[src/rtl/alu_registers_pkg.sv]
// Shared constants for the 8-bit CPU datapath: widths, opcode map,
// instruction field ranges, ALU function codes and control FSM states.
package alu_registers_pkg;

  localparam int unsigned WIDTH_WORD   = 8;
  localparam int unsigned WIDTH_SEG    = 4;
  localparam int unsigned WIDTH_DOUBLE = 16;
  localparam int unsigned NUM_REGS     = 1 << WIDTH_SEG;
  localparam int unsigned REG_PC_LO    = 14;
  localparam int unsigned REG_PC_HI    = 15;

  // Instruction field bit ranges
  localparam int unsigned ARG_OPC_HI  = 15;
  localparam int unsigned ARG_OPC_LO  = 12;
  localparam int unsigned ARG_DST_HI  = 11;
  localparam int unsigned ARG_DST_LO  = 8;
  localparam int unsigned ARG_SRC0_HI = 7;
  localparam int unsigned ARG_SRC0_LO = 4;
  localparam int unsigned ARG_SRC1_HI = 3;
  localparam int unsigned ARG_SRC1_LO = 0;
  localparam int unsigned ARG_NUM_HI  = 7;
  localparam int unsigned ARG_NUM_LO  = 0;

  typedef enum logic [3:0] {
    OP_NOP  = 4'b0000,
    OP_LD   = 4'b0001,
    OP_ST   = 4'b0010,
    OP_MVC  = 4'b0011,
    OP_CALL = 4'b0100,
    OP_MVD  = 4'b0101,
    OP_CND  = 4'b0110,
    OP_HLT  = 4'b0111,
    OP_ADD  = 4'b1000,
    OP_SUB  = 4'b1001,
    OP_OR   = 4'b1010,
    OP_NOT  = 4'b1011,
    OP_MV   = 4'b1100,
    OP_EQ   = 4'b1101,
    OP_LT   = 4'b1110
  } opcode_e;

  // ALU function = opcode bits [14:12]
  typedef enum logic [2:0] {
    FN_ADD  = 3'b000,
    FN_SUB  = 3'b001,
    FN_OR   = 3'b010,
    FN_NOT  = 3'b011,
    FN_MV   = 3'b100,
    FN_EQ   = 3'b101,
    FN_LT   = 3'b110,
    FN_RSVD = 3'b111
  } alu_fn_e;

  typedef enum logic [2:0] {
    STATE_FETCHPC = 3'd0,
    STATE_FETCHOP = 3'd1,
    STATE_DECODE  = 3'd2,
    STATE_EXECUTE = 3'd3,
    STATE_STOREPC = 3'd4
  } state_e;

  typedef struct packed {
    logic [3:0] opc;
    logic [3:0] dst;
    logic [3:0] src0;
    logic [3:0] src1;
  } instr_t;

endpackage

[src/rtl/alu_registers_alu.sv]
// Combinational ALU: operands straight from the register read ports,
// function selected by opcode bits [14:12], gated by opcode bit 15.
module alu_registers_alu #(
  parameter int unsigned W = 8
) (
  input  logic         en,
  input  logic [2:0]   fn,
  input  logic [W-1:0] a,
  input  logic [W-1:0] b,
  output logic [W-1:0] out,
  output logic         carry
);
  import alu_registers_pkg::*;

  logic [W:0] sum;
  logic [W:0] diff;

  // Top bit of the widened difference is the borrow (a < b)
  always_comb begin
    out   = '0;
    carry = 1'b0;
    sum   = {1'b0, a} + {1'b0, b};
    diff  = {1'b0, a} - {1'b0, b};
    if (en) begin
      case (alu_fn_e'(fn))
        FN_ADD: begin
          out   = sum[W-1:0];
          carry = sum[W];
        end
        FN_SUB: begin
          out   = diff[W-1:0];
          carry = diff[W];
        end
        FN_OR:   out = a | b;
        FN_NOT:  out = ~a;
        FN_MV:   out = a;
        FN_EQ:   out = W'(a == b);
        FN_LT:   out = W'(a < b);
        default: out = '0;
      endcase
    end
  end

endmodule

[src/rtl/alu_registers.sv]
// CPU datapath core: 16 x 8 register file (two write, two read ports)
// feeding the combinational ALU. Registers 14/15 hold the PC.
module alu_registers #(
  parameter int unsigned WIDTH_WORD = 8,
  parameter int unsigned WIDTH_SEG  = 4
) (
  input  logic                  clk,
  input  logic                  rst,
  input  logic                  write0,
  input  logic                  write1,
  input  logic [WIDTH_SEG-1:0]  dstreg0,
  input  logic [WIDTH_WORD-1:0] dstval0,
  input  logic [WIDTH_SEG-1:0]  dstreg1,
  input  logic [WIDTH_WORD-1:0] dstval1,
  input  logic [WIDTH_SEG-1:0]  argreg0,
  output logic [WIDTH_WORD-1:0] argval0,
  input  logic [WIDTH_SEG-1:0]  argreg1,
  output logic [WIDTH_WORD-1:0] argval1,
  input  logic                  alu_en,
  input  logic [2:0]            alu_fn,
  output logic [WIDTH_WORD-1:0] alu_out,
  output logic                  alu_carry
);
  import alu_registers_pkg::*;

  localparam int unsigned DEPTH = 1 << WIDTH_SEG;

  logic [WIDTH_WORD-1:0] regs [DEPTH];

  // Port 1 is assigned last so it wins an address collision
  always_ff @(posedge clk) begin
    if (rst) begin
      for (int i = 0; i < int'(DEPTH); i++) regs[i] <= '0;
    end else begin
      if (write0) regs[dstreg0] <= dstval0;
      if (write1) regs[dstreg1] <= dstval1;
    end
  end

  assign argval0 = regs[argreg0];
  assign argval1 = regs[argreg1];

  alu_registers_alu #(.W(WIDTH_WORD)) u_alu (
    .en    (alu_en),
    .fn    (alu_fn),
    .a     (argval0),
    .b     (argval1),
    .out   (alu_out),
    .carry (alu_carry)
  );

endmodule

[config.mk]
export PLATFORM = sky130hd
export DESIGN_NAME = alu_registers
export DESIGN_NICKNAME = d
export VERILOG_FILES = /design/src/rtl/alu_registers_pkg.sv /design/src/rtl/alu_registers_alu.sv /design/src/rtl/alu_registers.sv
export SDC_FILE = /design/constraint.sdc
export NUM_CORES = 1
export LEC_CHECK = 0
export BUFFER_PORTS_ARGS = -buffer_cell sky130_fd_sc_hd__buf_4
export CAP_MARGIN = 20
export CORE_ASPECT_RATIO = 0.5
export CORE_UTILIZATION = 40
export CTS_BUF_LIST = sky130_fd_sc_hd__clkbuf_2 sky130_fd_sc_hd__clkbuf_4 sky130_fd_sc_hd__clkbuf_8
export CTS_CLUSTER_DIAMETER = 60
export DETAILED_ROUTE_END_ITERATION = 12
export SYNTH_ARGS = -nofsm -noshare
export SYNTH_HDL_FRONTEND = slang
export SYNTH_SLANG_ARGS = --single-unit
[constraint.sdc]
create_clock -name clk -period 4.68 [get_ports clk]
set_input_delay 0.234 -clock clk [delete_from_list [all_inputs] [get_ports clk]]
set_output_delay 0.234 -clock clk [all_outputs]
set_load 0.02 [all_outputs]
[Yosys cells after proc, flatten, opt, wreduce, memory -nomap -nowiden]
Memory sizes are Yosys's and may differ from the RTL's.
Cells that the tools add are included.
Operators by class
  add/sub/neg operators: 2
  magnitude comparators: 1
  eq/ne operators: 7
  mux-type cells: 18
  bitwise logic cells: 2
  reduce and logical (&&, ||, !) cells: 3
Operator list (number)
  $pmux W8 S7: 1
  $mux W8: 3
  $reduce_or A8 Y1: 2
  $mux W1: 11
  $add A8 B8 Y9: 1
  $eq A3 B3 Y1 const B: 3
  $sub A8 B8 Y9: 1
  $eq A8 B8 Y1: 1
  $lt A8 B8 Y1: 1
  $mux W4: 2
  $not A8 Y8: 1
  $or A8 B8 Y8: 1
  $eq A3 B2 Y1 const B: 2
  $eq A3 B1 Y1 const B: 1
  $logic_not A3 Y1: 1
  $pmux W1 S2: 1
Word-level totals
  register bits after elaboration: 0
  RAM bits: 128
  input bits: 40
  output and inout port bits: 25
  word-level logic and storage cells: 34
  memories kept: 1
Memory list
  regs: words 16, width 8, read ports 2, clocked after memory_dff 0, wr ports 16, line alu_registers.sv:28  | logic [WIDTH_WORD-1:0] regs [DEPTH];

[Longest topological paths before layout]
  word-level depth: 5
  gate-level depth with buffers: 16
  gate-level depth less buffers: 12

[Cells and area by module]
A second synthesis with hierarchy kept.
Unflattened totals
  cell total of the unflattened synthesis: 715
  area, all modules: 9093.7 µm²
By module, submodules not included
  alu_registers: times used 1, cells each 543, area an instance 7781.2 µm², sequential area each 3843.7 µm²
  alu_registers_alu: times used 1, cells each 172, area an instance 1312.5 µm², sequential area each 0.0 µm²

[Worst setup path after synthesis]
No wires, ideal clock.
  path type: input port to output port
  from: in argreg1[0]
  to: out alu_out[7]
  arrival time: 3733 ps
  data required time: 4446 ps
  slack: 713 ps
  cell stages on the path: 13
  buffers on the path: 3
  cell sequence: clkbuf_1 -> buf_2 -> mux4_2 -> mux4_2 -> inv_1 -> ha_1 -> clkbuf_1 -> or4_1 -> a211oi_1 -> nor3_1 -> xnor2_1 -> o22ai_1 -> a221o_1
Between the ends
  word-level cells in the longest chain between the ends: 4
  elaborated cells between the ends (all ways): 6
  those cells by class: add/sub (2); mux (2); bitwise (1); memory (1)
Ends and longest elaborated chain
  from (decl): line alu_registers.sv:17  | input logic [WIDTH_SEG-1:0] argreg1,
  $mem_v2 Z16 W8 (*)
  via argval1[6]: line alu_registers.sv:18  | output logic [WIDTH_WORD-1:0] argval1,
  $sub A8 B8 Y9 or $add A8 B8 Y9 (tied branches): line alu_registers_alu.sv:23, alu_registers_alu.sv:22
  $pmux W8 S7 (*): line alu_registers_alu.sv:25  | case (alu_fn_e'(fn))
  $mux W8 (*): line alu_registers_alu.sv:24  | if (en) begin
  to (decl): line alu_registers.sv:21  | output logic [WIDTH_WORD-1:0] alu_out,
Mark *: on every way through the listed nets, which the timed path passes. The rest lies on a longest branch.

==> impl_results.md <==
* Outcome: finished clean
* Psw at 1.102 mW
* Total GRT Usage at 26.78%
* Synth Flop Type: edfxtp_1
* TNS Setup at 0 ns
* Clock buffer depth at 2
* Top cell type's share of synthesized area at 43.04%
* Synth Area in Adders at 3.811%
* Max Slew Vio Count at 0
* Crit share post-route at 94.11%
* Cells after Synth at 716
* Clk sinks at 128
* Max VDD drop at 0.1630 mV
* Vias in the first global route at 6,560
* Final min period at 4.404 ns
* Placed Area at 9520 µm²
* Worst endpoint required time at 4.45 ns
* Number of synthesized flops with an enable pin at 128
* Largest family of logic cells by synthesized area: multiplexers
* Vias per std cell at 6.728
* Worst Setup End Kind: output port
* WP data arrival at 4.17 ns
* Seq cells post-synth at 128
* IO Count at 65
* Design Area, Final at 9899 µm²
* Gr ovfl total at 0
* CTS tree: yes
* Largest area contributor in the netlist: edfxtp_1
* Die width at 213.3 µm
* Final HPWL DP at 21,370 µm
* Setup CP Type: flip-flop to output port
* Die Ht at 107.7 µm
* Area Growth Syn to Fin at 10.86%
* Peak Freq at 0.2270 GHz
* IO buf count at 64
* Combinational Power Share at 26.9%
* Slew headroom at 21.20%
* Largest register by flop count: regs
* Routed wire length per instance at 28.42 µm
* Largest net degree at the start of global routing at 33
* Startpoint types: flip-flop
* Flop pwr share at 43.9%
* Final setup vio count at 0
* Count of different cell masters after synthesis at 63
* CTS clock-pin slew for the worst setup and hold paths at 0.09 ns
* First drt pass iteration count at 5
* Inserted Clock Buffers at 17
* Synth Area in Compound Gates at 18.87%
* Hold WC Path Type: primary input to flip-flop
* Post-synthesis xor/xnor area fraction at 0.4904%
* Detailed Route WL at 29,640 µm
* DRC errors left at 0
* Async SR Flop Fraction at 0%
* Int Pwr at 2.077 mW
* Leak at 3.501 nW
* Cell Area, Synth at 8930 µm²
* Syn Nets at 782
* Sequential share of the synthesized area at 43.04%
* Post-CTS Setup Bufs at 0
* Crit-path max FO at 13
* Synth warn at 0
* Post-Synth Simple-Gate Area at 9.500%
* Switch share at 34.67%
* Syn Area/Cell at 12.47 µm²
* Share of post-route cells with drive strength above 1 at 25.84%
* Synth area leaders: edfxtp_1 43%, mux4_2 17%, a22o_1 13%
* CTS Root Cell: clkbuf_8
* Clock power frac at 29.2%
* Vias at 7,017
* Std-Cell Rows at 38
* Mux share of post-synthesis cell area at 19.35%
* Number of DRC markers in iteration 0 at 967
* Largest registers: regs x128
* Nets at 796
* H-tree levels at 4
* Global-route wire length before repair at 43,570 µm
* Ant. Diodes at 0
* PD cells at 321.2 nW/µm²
* Starting Density at 41.01%
* Slew @ Worst Pin at 1.173 ns
* DRT antenna net count at 0
* GPL Wtd Cong at 0.9326
* Unrepaired setup endpoints after global routing: false
* Initial antenna violation count at 0
* Die footprint at 22,960 µm²
* Core area at 21,780 µm²
* Hold Violations, Final at 0
* Max-Cap Viols at 0
* Largest register FFs at 128
power groups by stage:
stage | sequential, mW | combinational [mW] | clock (mW)
after CTS | 1.39 | 0.844 | 0.929
after global routing | 1.40 | 0.923 | 0.970
after detailed placement | 1.42 | 0.842 | 0
after global placement | 1.41 | 0.842 | 0
after floorplan | 1.38 | 0.590 | 0
final | 1.40 | 0.857 | 0.927
critical path, cell delays in order (launching register included):
cell and delay [ns]:
edfxtp_1 0.50, mux4_2 0.56, mux4_2 0.53, inv_1 0.10, ha_1 0.38, or4_1 0.59, a211oi_1 0.22, nor3_1 0.12
xnor2_1 0.16, o22ai_1 0.10, a221o_1 0.30, buf_4 0.16
final timing paths:
check	to	from	slack, ns	cells after the start
setup / recovery	alu_out[7]	regs[2][5]	0.28	11
hold / removal	regs[0][2]	dstval0[2]	0.28	2
area by class of cell:
type,count,area (µm²)
fillers,1987,11880
multi-input cells,481,4646
flip-flops and latches,128,3844
repair buffers,70,535.5
well taps,300,375.4
clock buffers,17,234.0
clock inverters,15,145.1
inverters,32,120.1
routing by layer:
layer | vias up | routed length, µm | track usage [%]
met5 | - | 0 | 0
met3 | 39 | 3508 | 6.972
li1 | 2933 | - | -
met4 | 0 | 542 | 7.449
met2 | 447 | 12700 | 38.85
met1 | 3598 | 12890 | 39.25
what timing repair did:
| action | 4_1_cts | 5_1_grt |
|---|---|---|
| hold buffers | 0 | 0 |
| setup endpoints to repair | 0 | 1 |
| hold endpoints to repair | 0 | 0 |
| resized for setup | 0 | 1 |
metrics by stage:
stage	std cells	worst slack, ns	hold slack, ns	util, %	power (mW)
floorplan	716	0.7130	0.6713	-	1.971
global placement	1009	0.5182	0.7224	43.66	2.256
detailed placement	1011	0.4693	0.7318	43.72	2.259
CTS	1043	0.2921	0.2528	45.46	3.164
global route	1043	0.01016	0.2741	45.46	3.294
finish	1043	0.2756	0.2791	45.46	3.179
cells in the mapped netlist (6+ instances only):
master / n
a21oi_1: 18
a22o_1: 129
a22oi_1: 7
buf_1: 19
buf_2: 7
clkbuf_1: 45
edfxtp_1: 128
ha_1: 24
inv_1: 31
mux2i_1: 11
mux4_2: 66
nand2_1: 24
nand2b_1: 10
nor2_1: 50
nor2b_1: 8
nor3_1: 14
nor3_2: 10
nor4_1: 6
o21ai_0: 13
or3_1: 15
cells by family after synthesis:
family | count (synthesis)
and+or+nand+nor | 160
DFF | 128
AOI/OAI and AO/OA | 207
muxes | 83
adders and majority gates | 26
xor gates and xnor gates | 5
buffers and inverters | 107
cells in the final DEF, fill, tap and decap left out, types with 15 or more instances in the layout:
master,n
nand2_1,24
edfxtp_1,128
buf_4,68
ha_1,24
a21oi_1,18
inv_1,30
mux4_2,66
nor2_1,50
a22o_1,129
or3_1,15
clkbuf_8,17
No activity file was read; power rests on OpenSTA's default activity.
